### src/rtl/psram_responder_if.sv
// Signal bundle between a PSRAM controller, the responder model and its backing memory.
// The master modport is the controller/memory side; the slave modport is the responder.
interface psram_responder_if;
    logic        i_psram_csn;
    logic        i_psram_sclk;
    logic [3:0]  i_psram_dq;
    logic [3:0]  o_psram_dq;
    logic        o_psram_oe;
    logic [23:0] o_mem_addr;
    logic        o_mem_we;
    logic        o_mem_re;
    logic [7:0]  o_mem_wdata;
    logic [7:0]  i_mem_rdata;
    logic        o_quad;
    logic        o_active;

    modport slave (
        input  i_psram_csn, i_psram_sclk, i_psram_dq, i_mem_rdata,
        output o_psram_dq, o_psram_oe, o_mem_addr, o_mem_we, o_mem_re,
               o_mem_wdata, o_quad, o_active
    );

    modport master (
        output i_psram_csn, i_psram_sclk, i_psram_dq, i_mem_rdata,
        input  o_psram_dq, o_psram_oe, o_mem_addr, o_mem_we, o_mem_re,
               o_mem_wdata, o_quad, o_active
    );
endinterface

### src/rtl/psram_responder.sv
// PSRAM device model: decodes SPI/QPI commands from an oversampled serial bus and
// turns quad read/write bursts into byte strobes on a simple backing-memory port.
module psram_responder #(
    parameter int WAIT_CYCLES = 6
) (
    input  logic             i_clk,
    input  logic             i_rst,
    psram_responder_if.slave bus
);
    localparam int WAIT_W = (WAIT_CYCLES < 1) ? 1 : $clog2(WAIT_CYCLES + 1);
    localparam logic [WAIT_W-1:0] WAIT_LAST = WAIT_W'(WAIT_CYCLES);

    typedef enum logic [3:0] {
        SPI_IDLE,
        SPI_CMD,
        Q_IDLE,
        Q_CMD,
        Q_ADDR,
        Q_WAIT,
        Q_RDATA,
        Q_WDATA,
        IGNORE
    } state_t;

    logic              r_sclk, r_sclkPrev, r_csn, r_csnPrev;
    logic [3:0]        r_dq;
    logic              w_sclkRise, w_sclkFall, w_csnRise, w_csnFall;

    state_t            r_state, w_stateNext;
    logic              r_quad, w_quadNext;
    logic [7:0]        r_shift, w_shiftNext;
    logic [3:0]        r_cnt, w_cntNext;
    logic              r_isWrite, w_isWriteNext;
    logic [23:0]       r_addr, w_addrNext;
    logic [WAIT_W-1:0] r_waitCnt, w_waitNext;
    logic [7:0]        r_rdBuf, w_rdBufNext;
    logic              r_rdPend, w_rdPendNext;
    logic [3:0]        r_lowNib, w_lowNibNext;
    logic              r_lowDue, w_lowDueNext;
    logic [3:0]        r_dqOut, w_dqOutNext;
    logic              r_oe, w_oeNext;
    logic              r_we, w_weNext;
    logic              r_re, w_reNext;
    logic [7:0]        r_wdata, w_wdataNext;
    logic [3:0]        r_wrHigh, w_wrHighNext;
    logic              r_wrHalf, w_wrHalfNext;

    // csn resets low so a controller already holding csn low at reset release
    // does not look like a fresh falling edge.
    always_ff @(posedge i_clk) begin
        if (i_rst) begin
            r_sclk     <= 1'b0;
            r_sclkPrev <= 1'b0;
            r_csn      <= 1'b0;
            r_csnPrev  <= 1'b0;
            r_dq       <= 4'h0;
        end else begin
            r_sclk     <= bus.i_psram_sclk;
            r_sclkPrev <= r_sclk;
            r_csn      <= bus.i_psram_csn;
            r_csnPrev  <= r_csn;
            r_dq       <= bus.i_psram_dq;
        end
    end

    assign w_sclkRise = ~r_sclkPrev & r_sclk;
    assign w_sclkFall = r_sclkPrev & ~r_sclk;
    assign w_csnRise  = ~r_csnPrev & r_csn;
    assign w_csnFall  = r_csnPrev & ~r_csn;

    always_ff @(posedge i_clk) begin
        if (i_rst) begin
            r_state   <= SPI_IDLE;
            r_quad    <= 1'b0;
            r_shift   <= 8'h00;
            r_cnt     <= 4'h0;
            r_isWrite <= 1'b0;
            r_addr    <= 24'h000000;
            r_waitCnt <= '0;
            r_rdBuf   <= 8'h00;
            r_rdPend  <= 1'b0;
            r_lowNib  <= 4'h0;
            r_lowDue  <= 1'b0;
            r_dqOut   <= 4'h0;
            r_oe      <= 1'b0;
            r_we      <= 1'b0;
            r_re      <= 1'b0;
            r_wdata   <= 8'h00;
            r_wrHigh  <= 4'h0;
            r_wrHalf  <= 1'b0;
        end else begin
            r_state   <= w_stateNext;
            r_quad    <= w_quadNext;
            r_shift   <= w_shiftNext;
            r_cnt     <= w_cntNext;
            r_isWrite <= w_isWriteNext;
            r_addr    <= w_addrNext;
            r_waitCnt <= w_waitNext;
            r_rdBuf   <= w_rdBufNext;
            r_rdPend  <= w_rdPendNext;
            r_lowNib  <= w_lowNibNext;
            r_lowDue  <= w_lowDueNext;
            r_dqOut   <= w_dqOutNext;
            r_oe      <= w_oeNext;
            r_we      <= w_weNext;
            r_re      <= w_reNext;
            r_wdata   <= w_wdataNext;
            r_wrHigh  <= w_wrHighNext;
            r_wrHalf  <= w_wrHalfNext;
        end
    end

    always_comb begin
        w_stateNext   = r_state;
        w_quadNext    = r_quad;
        w_shiftNext   = r_shift;
        w_cntNext     = r_cnt;
        w_isWriteNext = r_isWrite;
        w_addrNext    = r_addr;
        w_waitNext    = r_waitCnt;
        w_rdBufNext   = r_rdBuf;
        w_rdPendNext  = r_re;
        w_lowNibNext  = r_lowNib;
        w_lowDueNext  = r_lowDue;
        w_dqOutNext   = r_dqOut;
        w_oeNext      = r_oe;
        w_weNext      = 1'b0;
        w_reNext      = 1'b0;
        w_wdataNext   = r_wdata;
        w_wrHighNext  = r_wrHigh;
        w_wrHalfNext  = r_wrHalf;

        // Memory returns data one cycle after the read strobe; a write strobe
        // goes out with the current address, which advances right after.
        if (r_rdPend) begin
            w_rdBufNext = bus.i_mem_rdata;
        end
        if (r_we) begin
            w_addrNext = r_addr + 24'd1;
        end

        if (w_csnRise) begin
            w_oeNext     = 1'b0;
            w_dqOutNext  = 4'h0;
            w_wrHalfNext = 1'b0;
            w_stateNext  = r_quad ? Q_IDLE : SPI_IDLE;
        end else begin
            case (r_state)
                SPI_IDLE: begin
                    if (w_csnFall) begin
                        w_stateNext = SPI_CMD;
                        w_cntNext   = 4'h0;
                    end
                end
                Q_IDLE: begin
                    if (w_csnFall) begin
                        w_stateNext = Q_CMD;
                        w_cntNext   = 4'h0;
                    end
                end
                SPI_CMD: begin
                    if (w_sclkRise) begin
                        w_shiftNext = {r_shift[6:0], r_dq[0]};
                        w_cntNext   = r_cnt + 4'd1;
                        if (r_cnt == 4'd7) begin
                            if ({r_shift[6:0], r_dq[0]} == 8'h35) begin
                                w_quadNext = 1'b1;
                            end
                            w_stateNext = IGNORE;
                        end
                    end
                end
                Q_CMD: begin
                    if (w_sclkRise) begin
                        w_shiftNext = {r_shift[3:0], r_dq};
                        w_cntNext   = r_cnt + 4'd1;
                        if (r_cnt == 4'd1) begin
                            w_cntNext = 4'h0;
                            case ({r_shift[3:0], r_dq})
                                8'hEB: begin
                                    w_stateNext   = Q_ADDR;
                                    w_isWriteNext = 1'b0;
                                end
                                8'h38: begin
                                    w_stateNext   = Q_ADDR;
                                    w_isWriteNext = 1'b1;
                                end
                                8'hF5: begin
                                    w_quadNext  = 1'b0;
                                    w_stateNext = IGNORE;
                                end
                                default: w_stateNext = IGNORE;
                            endcase
                        end
                    end
                end
                Q_ADDR: begin
                    if (w_sclkRise) begin
                        w_addrNext = {r_addr[19:0], r_dq};
                        w_cntNext  = r_cnt + 4'd1;
                        if (r_cnt == 4'd5) begin
                            if (r_isWrite) begin
                                w_stateNext  = Q_WDATA;
                                w_wrHalfNext = 1'b0;
                            end else begin
                                w_stateNext = Q_WAIT;
                                w_reNext    = 1'b1;
                                w_waitNext  = '0;
                            end
                        end
                    end
                end
                Q_WAIT: begin
                    if (w_sclkRise && (r_waitCnt != WAIT_LAST)) begin
                        w_waitNext = r_waitCnt + 1'b1;
                    end else if (w_sclkFall && (r_waitCnt == WAIT_LAST)) begin
                        w_dqOutNext  = r_rdBuf[7:4];
                        w_lowNibNext = r_rdBuf[3:0];
                        w_lowDueNext = 1'b1;
                        w_oeNext     = 1'b1;
                        w_addrNext   = r_addr + 24'd1;
                        w_reNext     = 1'b1;
                        w_stateNext  = Q_RDATA;
                    end
                end
                Q_RDATA: begin
                    // Low nibble is saved aside so the prefetch may overwrite the buffer.
                    if (w_sclkFall) begin
                        if (r_lowDue) begin
                            w_dqOutNext  = r_lowNib;
                            w_lowDueNext = 1'b0;
                        end else begin
                            w_dqOutNext  = r_rdBuf[7:4];
                            w_lowNibNext = r_rdBuf[3:0];
                            w_lowDueNext = 1'b1;
                            w_addrNext   = r_addr + 24'd1;
                            w_reNext     = 1'b1;
                        end
                    end
                end
                Q_WDATA: begin
                    if (w_sclkRise) begin
                        if (!r_wrHalf) begin
                            w_wrHighNext = r_dq;
                            w_wrHalfNext = 1'b1;
                        end else begin
                            w_wdataNext  = {r_wrHigh, r_dq};
                            w_weNext     = 1'b1;
                            w_wrHalfNext = 1'b0;
                        end
                    end
                end
                IGNORE: begin
                    w_stateNext = IGNORE;
                end
                default: begin
                    w_stateNext = SPI_IDLE;
                end
            endcase
        end
    end

    // Output enable drops in the very cycle the registered csn goes high.
    assign bus.o_psram_dq  = r_dqOut;
    assign bus.o_psram_oe  = r_oe & ~r_csn;
    assign bus.o_mem_addr  = r_addr;
    assign bus.o_mem_we    = r_we;
    assign bus.o_mem_re    = r_re;
    assign bus.o_mem_wdata = r_wdata;
    assign bus.o_quad      = r_quad;
    assign bus.o_active    = ~r_csn & (r_state != SPI_IDLE) & (r_state != Q_IDLE);
endmodule

### src/flat_wrapper.sv
// flat-port wrapper written by rule: the top's interface ports become plain ports
module psram_responder_flat 
#(
    parameter int WAIT_CYCLES = 6
)
  (i_clk, i_rst, bus_i_psram_csn, bus_i_psram_sclk, bus_i_psram_dq, bus_i_mem_rdata, bus_o_psram_dq, bus_o_psram_oe, bus_o_mem_addr, bus_o_mem_we, bus_o_mem_re, bus_o_mem_wdata, bus_o_quad, bus_o_active);
  psram_responder_if bus_i ();
  input  logic i_clk;
  input  logic i_rst;
  input wire logic [$bits(bus_i.i_psram_csn)-1:0] bus_i_psram_csn;
  input wire logic [$bits(bus_i.i_psram_sclk)-1:0] bus_i_psram_sclk;
  input wire logic [$bits(bus_i.i_psram_dq)-1:0] bus_i_psram_dq;
  input wire logic [$bits(bus_i.i_mem_rdata)-1:0] bus_i_mem_rdata;
  output wire logic [$bits(bus_i.o_psram_dq)-1:0] bus_o_psram_dq;
  output wire logic [$bits(bus_i.o_psram_oe)-1:0] bus_o_psram_oe;
  output wire logic [$bits(bus_i.o_mem_addr)-1:0] bus_o_mem_addr;
  output wire logic [$bits(bus_i.o_mem_we)-1:0] bus_o_mem_we;
  output wire logic [$bits(bus_i.o_mem_re)-1:0] bus_o_mem_re;
  output wire logic [$bits(bus_i.o_mem_wdata)-1:0] bus_o_mem_wdata;
  output wire logic [$bits(bus_i.o_quad)-1:0] bus_o_quad;
  output wire logic [$bits(bus_i.o_active)-1:0] bus_o_active;
  assign bus_i.i_psram_csn = bus_i_psram_csn;
  assign bus_i.i_psram_sclk = bus_i_psram_sclk;
  assign bus_i.i_psram_dq = bus_i_psram_dq;
  assign bus_i.i_mem_rdata = bus_i_mem_rdata;
  assign bus_o_psram_dq = bus_i.o_psram_dq;
  assign bus_o_psram_oe = bus_i.o_psram_oe;
  assign bus_o_mem_addr = bus_i.o_mem_addr;
  assign bus_o_mem_we = bus_i.o_mem_we;
  assign bus_o_mem_re = bus_i.o_mem_re;
  assign bus_o_mem_wdata = bus_i.o_mem_wdata;
  assign bus_o_quad = bus_i.o_quad;
  assign bus_o_active = bus_i.o_active;
  psram_responder #(.WAIT_CYCLES(WAIT_CYCLES)) u_core (.i_clk(i_clk), .i_rst(i_rst), .bus(bus_i));
endmodule
### config.mk
export PLATFORM = sky130hd
export DESIGN_NAME = psram_responder_flat
export DESIGN_NICKNAME = d
export VERILOG_FILES = /design/src/rtl/psram_responder_if.sv /design/src/rtl/psram_responder.sv /design/src/flat_wrapper.sv
export SDC_FILE = /design/constraint.sdc
export NUM_CORES = 1
export LEC_CHECK = 0
export BUFFER_PORTS_ARGS = -buffer_cell sky130_fd_sc_hd__clkbuf_2
export CAP_MARGIN = 20
export CORE_ASPECT_RATIO = 0.9
export CORE_UTILIZATION = 59
export CTS_CLUSTER_SIZE = 30
export DETAILED_ROUTE_END_ITERATION = 10
export MAX_ROUTING_LAYER = met4
export PLACE_DENSITY = 0.8
export SYNTH_ARGS = -nofsm -noshare
export SYNTH_HDL_FRONTEND = slang
export SYNTH_SLANG_ARGS = --single-unit
### constraint.sdc
create_clock -name i_clk -period 2.3 [get_ports i_clk]
set_input_delay 0.23 -clock i_clk [delete_from_list [all_inputs] [get_ports i_clk]]
set_output_delay 0.23 -clock i_clk [all_outputs]
set_load 0.05 [all_outputs]
Word level (Yosys, flattened, before mapping):

Cells that the tools add are included.
W data, S select, Z words.

* $add $sub $neg: 3
* $mul: 0
* divide/modulo/power cells: 0
* order comparisons: 0
* equal/unequal tests: 47
* shift-type cells: 0
* muxes and demuxes: 73
* bitwise operators: 16
* reductions and logical operators: 29

Operator list (count)
* $mux W24: 7
* $mux W4: 24
* $pmux W24 S3: 1
* $pmux W4 S8: 1
* $ne A2 B1 Y1 const B: 15
* $ne A3 B1 Y1 const B: 9
* $add A24 B1 Y24 const B: 1
* $eq A4 B3 Y1 const B: 6
* $mux W1: 22
* $reduce_and A5 Y1: 4
* $eq A8 B6 Y1 const B: 2
* $eq A8 B8 Y1 const B: 2
* $pmux W4 S2: 2
* $reduce_and A4 Y1: 4
* $mux W7: 2
* $pmux W7 S2: 1
* $mux W3: 4
* $pmux W4 S3: 1
* $reduce_and A6 Y1: 2
* $reduce_and A11 Y1: 1
* $reduce_bool A2 Y1: 5
* $reduce_or A2 Y1: 5
* $not A1 Y1: 9
* $eq A4 B1 Y1 const B: 2
* other kinds (21): 36

* bits in registers: 86
* bits in latches: 0
* RAM bits: 0
* ROM bits: 0
* output and inout port bits: 41
* logic and storage cells: 191
* memories kept: 0

Logic depth before layout (Yosys ltp):

* word-level depth: 7
* mapped depth: 9

Least setup slack after synthesis:

Ideal clock, no wire load.

* kind: register -> register
* start point: register u_core.r_addr[0], in the netlist u_core.bus.o_mem_addr[0]
* end point: register u_core.r_addr[16], in the netlist u_core.bus.o_mem_addr[16]
* setup time: 0.091 ns
* data arrival time: 2.436 ns
* slack: -0.227 ns
* cell stages (with the launch flop): 8
* buffers on the path: 1
* cell sequence: dfxtp_1 > ha_1 > nand3_4 > or4_4 > buf_6 > o31ai_4 > o311ai_1 > a311oi_1

* longest elaborated chain between the ends: 6
* elaborated cells between the ends (all ways): 9
* those cells by class: add/sub: 1; mux: 8

Ends and longest elaborated chain
* start, declared: line psram_responder.sv:34 `logic [23:0] r_addr, w_addrNext;`
* start signal, assigned: line psram_responder.sv:97 `r_addr <= w_addrNext;`
* $add A24 B1 Y24 (*): line psram_responder.sv:139, psram_responder.sv:221, psram_responder.sv:236
* $mux W24: line psram_responder.sv:138 `if (r_we) begin`
* $mux W24 (on tied branches): line psram_responder.sv:229, psram_responder.sv:216
* $mux W24 (on tied branches): line psram_responder.sv:228, psram_responder.sv:214
* $pmux W24 S3: line psram_responder.sv:148 `case (r_state)`
* $mux W24 (*): line psram_responder.sv:142 `if (w_csnRise) begin`

Every way passes the cells marked *; elsewhere a longest branch is shown, timed or not.
A chain may end at the register's enable or synchronous reset.

Worst setup path after layout:

* start point: register u_core.r_waitCnt[0]
* end point: register u_core.r_state[2]

* longest elaborated chain between the ends: 4
* elaborated cells between the ends (all ways): 7
* those cells by class: eq/ne: 4; reduce/logical: 3

Ends and longest elaborated chain
* start, declared: line psram_responder.sv:35 `logic [WAIT_W-1:0] r_waitCnt, w_waitNext;`
* start signal, assigned: line psram_responder.sv:98 `r_waitCnt <= w_waitNext;`
* $ne A3 B3 Y1 / $eq A3 B3 Y1 (equally long branches): line psram_responder.sv:214, psram_responder.sv:216
* $logic_and A1 B1 Y1 (on tied branches): line psram_responder.sv:214, psram_responder.sv:216
* $ne A3 B2 Y1 (no line) / $ne A3 B1 Y1 (equally long branches)
* $reduce_and A11 Y1 (no line) (*)
* end signal, assigned: line psram_responder.sv:92 `r_state <= w_stateNext;`
* end, declared: line psram_responder.sv:29 `state_t r_state, w_stateNext;`

Marked as above.

==> impl_metrics.env <==
export IMPL_rows=31
export IMPL_final_antenna_net_count=0
export IMPL_place_port_buffers=56
export IMPL_gp_congestion=0.969
export IMPL_path_max_fanout=4
export IMPL_synth_top_area_cell="dfxtp_1"
export IMPL_synth_fp_nets=619
export IMPL_insertion_delay_ps=370
export IMPL_synth_top_family_by_area="simple AND/OR/NAND/NOR gates"
export IMPL_hold_path_startpoint="bus_i_psram_dq[0]"
export IMPL_ys_ff_latch=86
export IMPL_synth_edf_count=0
export IMPL_syn_area_mm2=0.00513
export IMPL_period_share_pct=96.6
export IMPL_grt_max_degree=36
export IMPL_holdPathEnd="u_core.r_dq[0]$_SDFF_PP0_"
export IMPL_grtUsageMet2_pct=47.1
export IMPL_setup_viol=0
export IMPL_hpwl_mm=9.81
export IMPL_p_leak_nw=2.15
export IMPL_multiInputGateArea_mm2=0.00306
export IMPL_seqPwrFrac_pct=54.4
export IMPL_post_synth_inst_count=598
export IMPL_die_x_um=100
export IMPL_drive_gt1_share_pct=22.7
export IMPL_nFillCells=669
export IMPL_numCtsBuffers=9
export IMPL_worstMarginPinSlew_ps=572
export IMPL_cts_max_level=3
export IMPL_path_clk_slew_ps=100
export IMPL_hold_slack_ps=72.5
export IMPL_crit_type="flop to flop"
export IMPL_end_kind="flop"
export IMPL_arrival_ps=2500
export IMPL_drt_wl_total_mm=14.0
export IMPL_holdPathStages=2
export IMPL_core_mm2=0.00822
export IMPL_yosys_area_share_xor_xnor_pct=4.95
export IMPL_drt_iter0_drc=437
export IMPL_areaGrowthSynthToFinish_pct=12.1
export IMPL_p_sw_w=0.000800
export IMPL_clock_sinks=86
export IMPL_grt_pass1_wl_mm=22.8
export IMPL_hold_buffers=0
export IMPL_insertedDiodeCount=0
export IMPL_vias=4953
export IMPL_yosys_area_top_type_share_pct=33.5
export IMPL_drc=0
export IMPL_swShare_pct=28.5
export IMPL_wl_per_cell_um=18.2
export IMPL_pin_count=57
export IMPL_synthTopCellsByCount="86 x dfxtp_1, 67 x nor2_1, 36 x mux2i_1, 34 x nand2_1, 28 x a21oi_1"
export IMPL_synth_area_mux_share_pct=8.34
export IMPL_first_pass_iters=5
export IMPL_synth_flop_cell="dfxtp_1"
export IMPL_min_path_type="primary input to flop"
export IMPL_register_area_mm2=0.00174
export IMPL_clock_root_buffer="clkbuf_8"
export IMPL_drv_slew=0
export IMPL_synthAdderAreaFrac_pct=1.22
export IMPL_maxCapViolations=0
export IMPL_critical_path_required_ps=2580
export IMPL_r2r_start="u_core.r_waitCnt[0]$_SDFFE_PP0P_"
export IMPL_synth_distinct_cells=76
export IMPL_status="complete, no violations"
export IMPL_avgSynthCellArea_um2=8.58
export IMPL_busiest_layer="met2"
export IMPL_rsz0062_at_grt="false"
export IMPL_die_area_mm2=0.00908
export IMPL_rrSetupSlack_ps=80
export IMPL_final_min_clock_period_ps=2220
export IMPL_vias_per_cell=6.43
export IMPL_antenna_found_initial=0
export IMPL_overflow=0
export IMPL_ys_seq_area_share_pct=33.5
export IMPL_irDropWorstVdd_mv=0.448
export IMPL_yosysWarnings=0
export IMPL_grt_use_total_pct=32.4
export IMPL_finClkSkew_ps=11.8
export IMPL_synthSimpleGateAreaFrac_pct=25.3
export IMPL_fin_tns_setup_ps=0
export IMPL_p_comb_share_pct=6.2
export IMPL_slew_headroom_pct=61.7
export IMPL_start_util_pct=62.4
export IMPL_power_density_mw_per_mm2=487
export IMPL_reg2reg_depth=7
export IMPL_clk_path_buf_depth=2
export IMPL_p_int_w=0.00200
export IMPL_power_share_clock_pct=39.4
export IMPL_nets=671
export IMPL_critPathLaunch="u_core.r_waitCnt[0]$_SDFFE_PP0P_"
export IMPL_worstSetupStartpointType="flop"
export IMPL_hold_viol_final=0
export IMPL_cts_tree="done"
export IMPL_grt_pass1_vias=4526
export IMPL_regToRegEndpoint="u_core.r_state[2]$_SDFFE_PP0P_"
export IMPL_async_reset_ff_share_pct=0
export IMPL_synth_most_common_cell="dfxtp_1"
export IMPL_use_met1_pct=44.5
export IMPL_synth_area_top_cells="dfxtp_1 34%, mux2i_1 7.0%, nor2_1 4.9%"
export IMPL_max_freq_ghz=0.450
export IMPL_die_h_um=90.5
export IMPL_use_met3_pct=6.04
export IMPL_synth_compound_area_share_pct=19.3
## worst max-delay path by stage
stage                     slack (ps)                                   end
after global routing               1        u_core.r_state[2]$_SDFFE_PP0P_
after floorplan                    4  u_core.bus.o_mem_addr[21]$_SDFF_PP0_
after global placement           160   u_core.bus.o_mem_addr[6]$_SDFF_PP0_
final                             80        u_core.r_state[2]$_SDFFE_PP0P_
after detailed placement          80   u_core.bus.o_mem_addr[6]$_SDFF_PP0_
after CTS                        100   u_core.bus.o_mem_addr[6]$_SDFF_PP0_
## layer usage
metal | vias to the layer above | part of all wire, %
met1 | 2336 | 45
met3 | 34 | 9.4
met5 | - | 0
met2 | 289 | 44
met4 | 0 | 2.0
li1 | 2294 | -
## logic make-up after synthesis
family	count (synthesis)
flip-flops	86
XOR/XNOR	29
multiplexers	42
AND/OR/NAND/NOR	237
adder cells (fa/ha/maj)	5
buffers and inverters	65
AO/OA/AOI/OAI	134
## cell type report
type / count / area share (%)
inverters: 14 / 0.913
clock buffers: 9 / 2.15
clock inverters: 7 / 1.30
multi-input cells: 447 / 53.2
repair buffers: 92 / 9.79
well taps: 115 / 2.50
flip-flops and latches: 86 / 30.2
## power groups by stage
stage	clock network, W	logic [W]	registers, W
finish	0.00111	0.000174	0.00153
global placement	0	0.000165	0.00156
global route	0.00117	0.000188	0.00153
floorplan	0	0.000122	0.00155
CTS	0.00111	0.000169	0.00152
detailed placement	0	0.000167	0.00156
## registers in the layout (all words and copies together), names as in the netlist, 3 cells and up
signal                  count
u_core.r_dq                 4
u_core.r_rdBuf              8
u_core.r_lowNib             4
u_core.bus.o_mem_wdata      8
u_core.bus.o_psram_dq       4
u_core.bus.o_mem_addr      24
u_core.r_shift              7
u_core.r_waitCnt            3
u_core.r_wrHigh             4
u_core.r_state              4
u_core.r_cnt                4
## stage by stage
stage | instance area [µm²] | total power [W] | std cells | util (%) | setup WS (ps)
finish | 5750 | 0.00280 | 770 | 70.0 | 77.9
global route | 5750 | 0.00288 | 770 | 70.0 | 1.11
CTS | 5730 | 0.00281 | 770 | 69.7 | 101
detailed placement | 5540 | 0.00173 | 754 | 67.3 | 78.2
global placement | 5540 | 0.00172 | 754 | 67.3 | 159
floorplan | 5140 | 0.00167 | 598 | - | 3.68
## cells in the final DEF (no fill, tap or decap), types with 16 or more instances in the layout
| cell | n |
|---|---|
| nand2_1 | 34 |
| xnor2_1 | 16 |
| a21oi_1 | 28 |
| mux2i_1 | 36 |
| nor2_1 | 65 |
| nor3_1 | 22 |
| o21ai_0 | 21 |
| clkbuf_2 | 56 |
| dfxtp_1 | 75 |
| buf_4 | 35 |
## critical path, stage by stage (launching register included)
cell and delay (ps):
dfxtp_1 340, inv_1 80, ha_1 190, nand4b_1 220, a22o_1 310, or4_1 410
or3_1 380, a21oi_1 210
## timing repair
action                                  4_1_cts  5_1_grt
resized for setup                             0        6
buffers inserted                              0        0
endpoints found under the setup margin        0        9
Power figures use the tool's default switching activity.
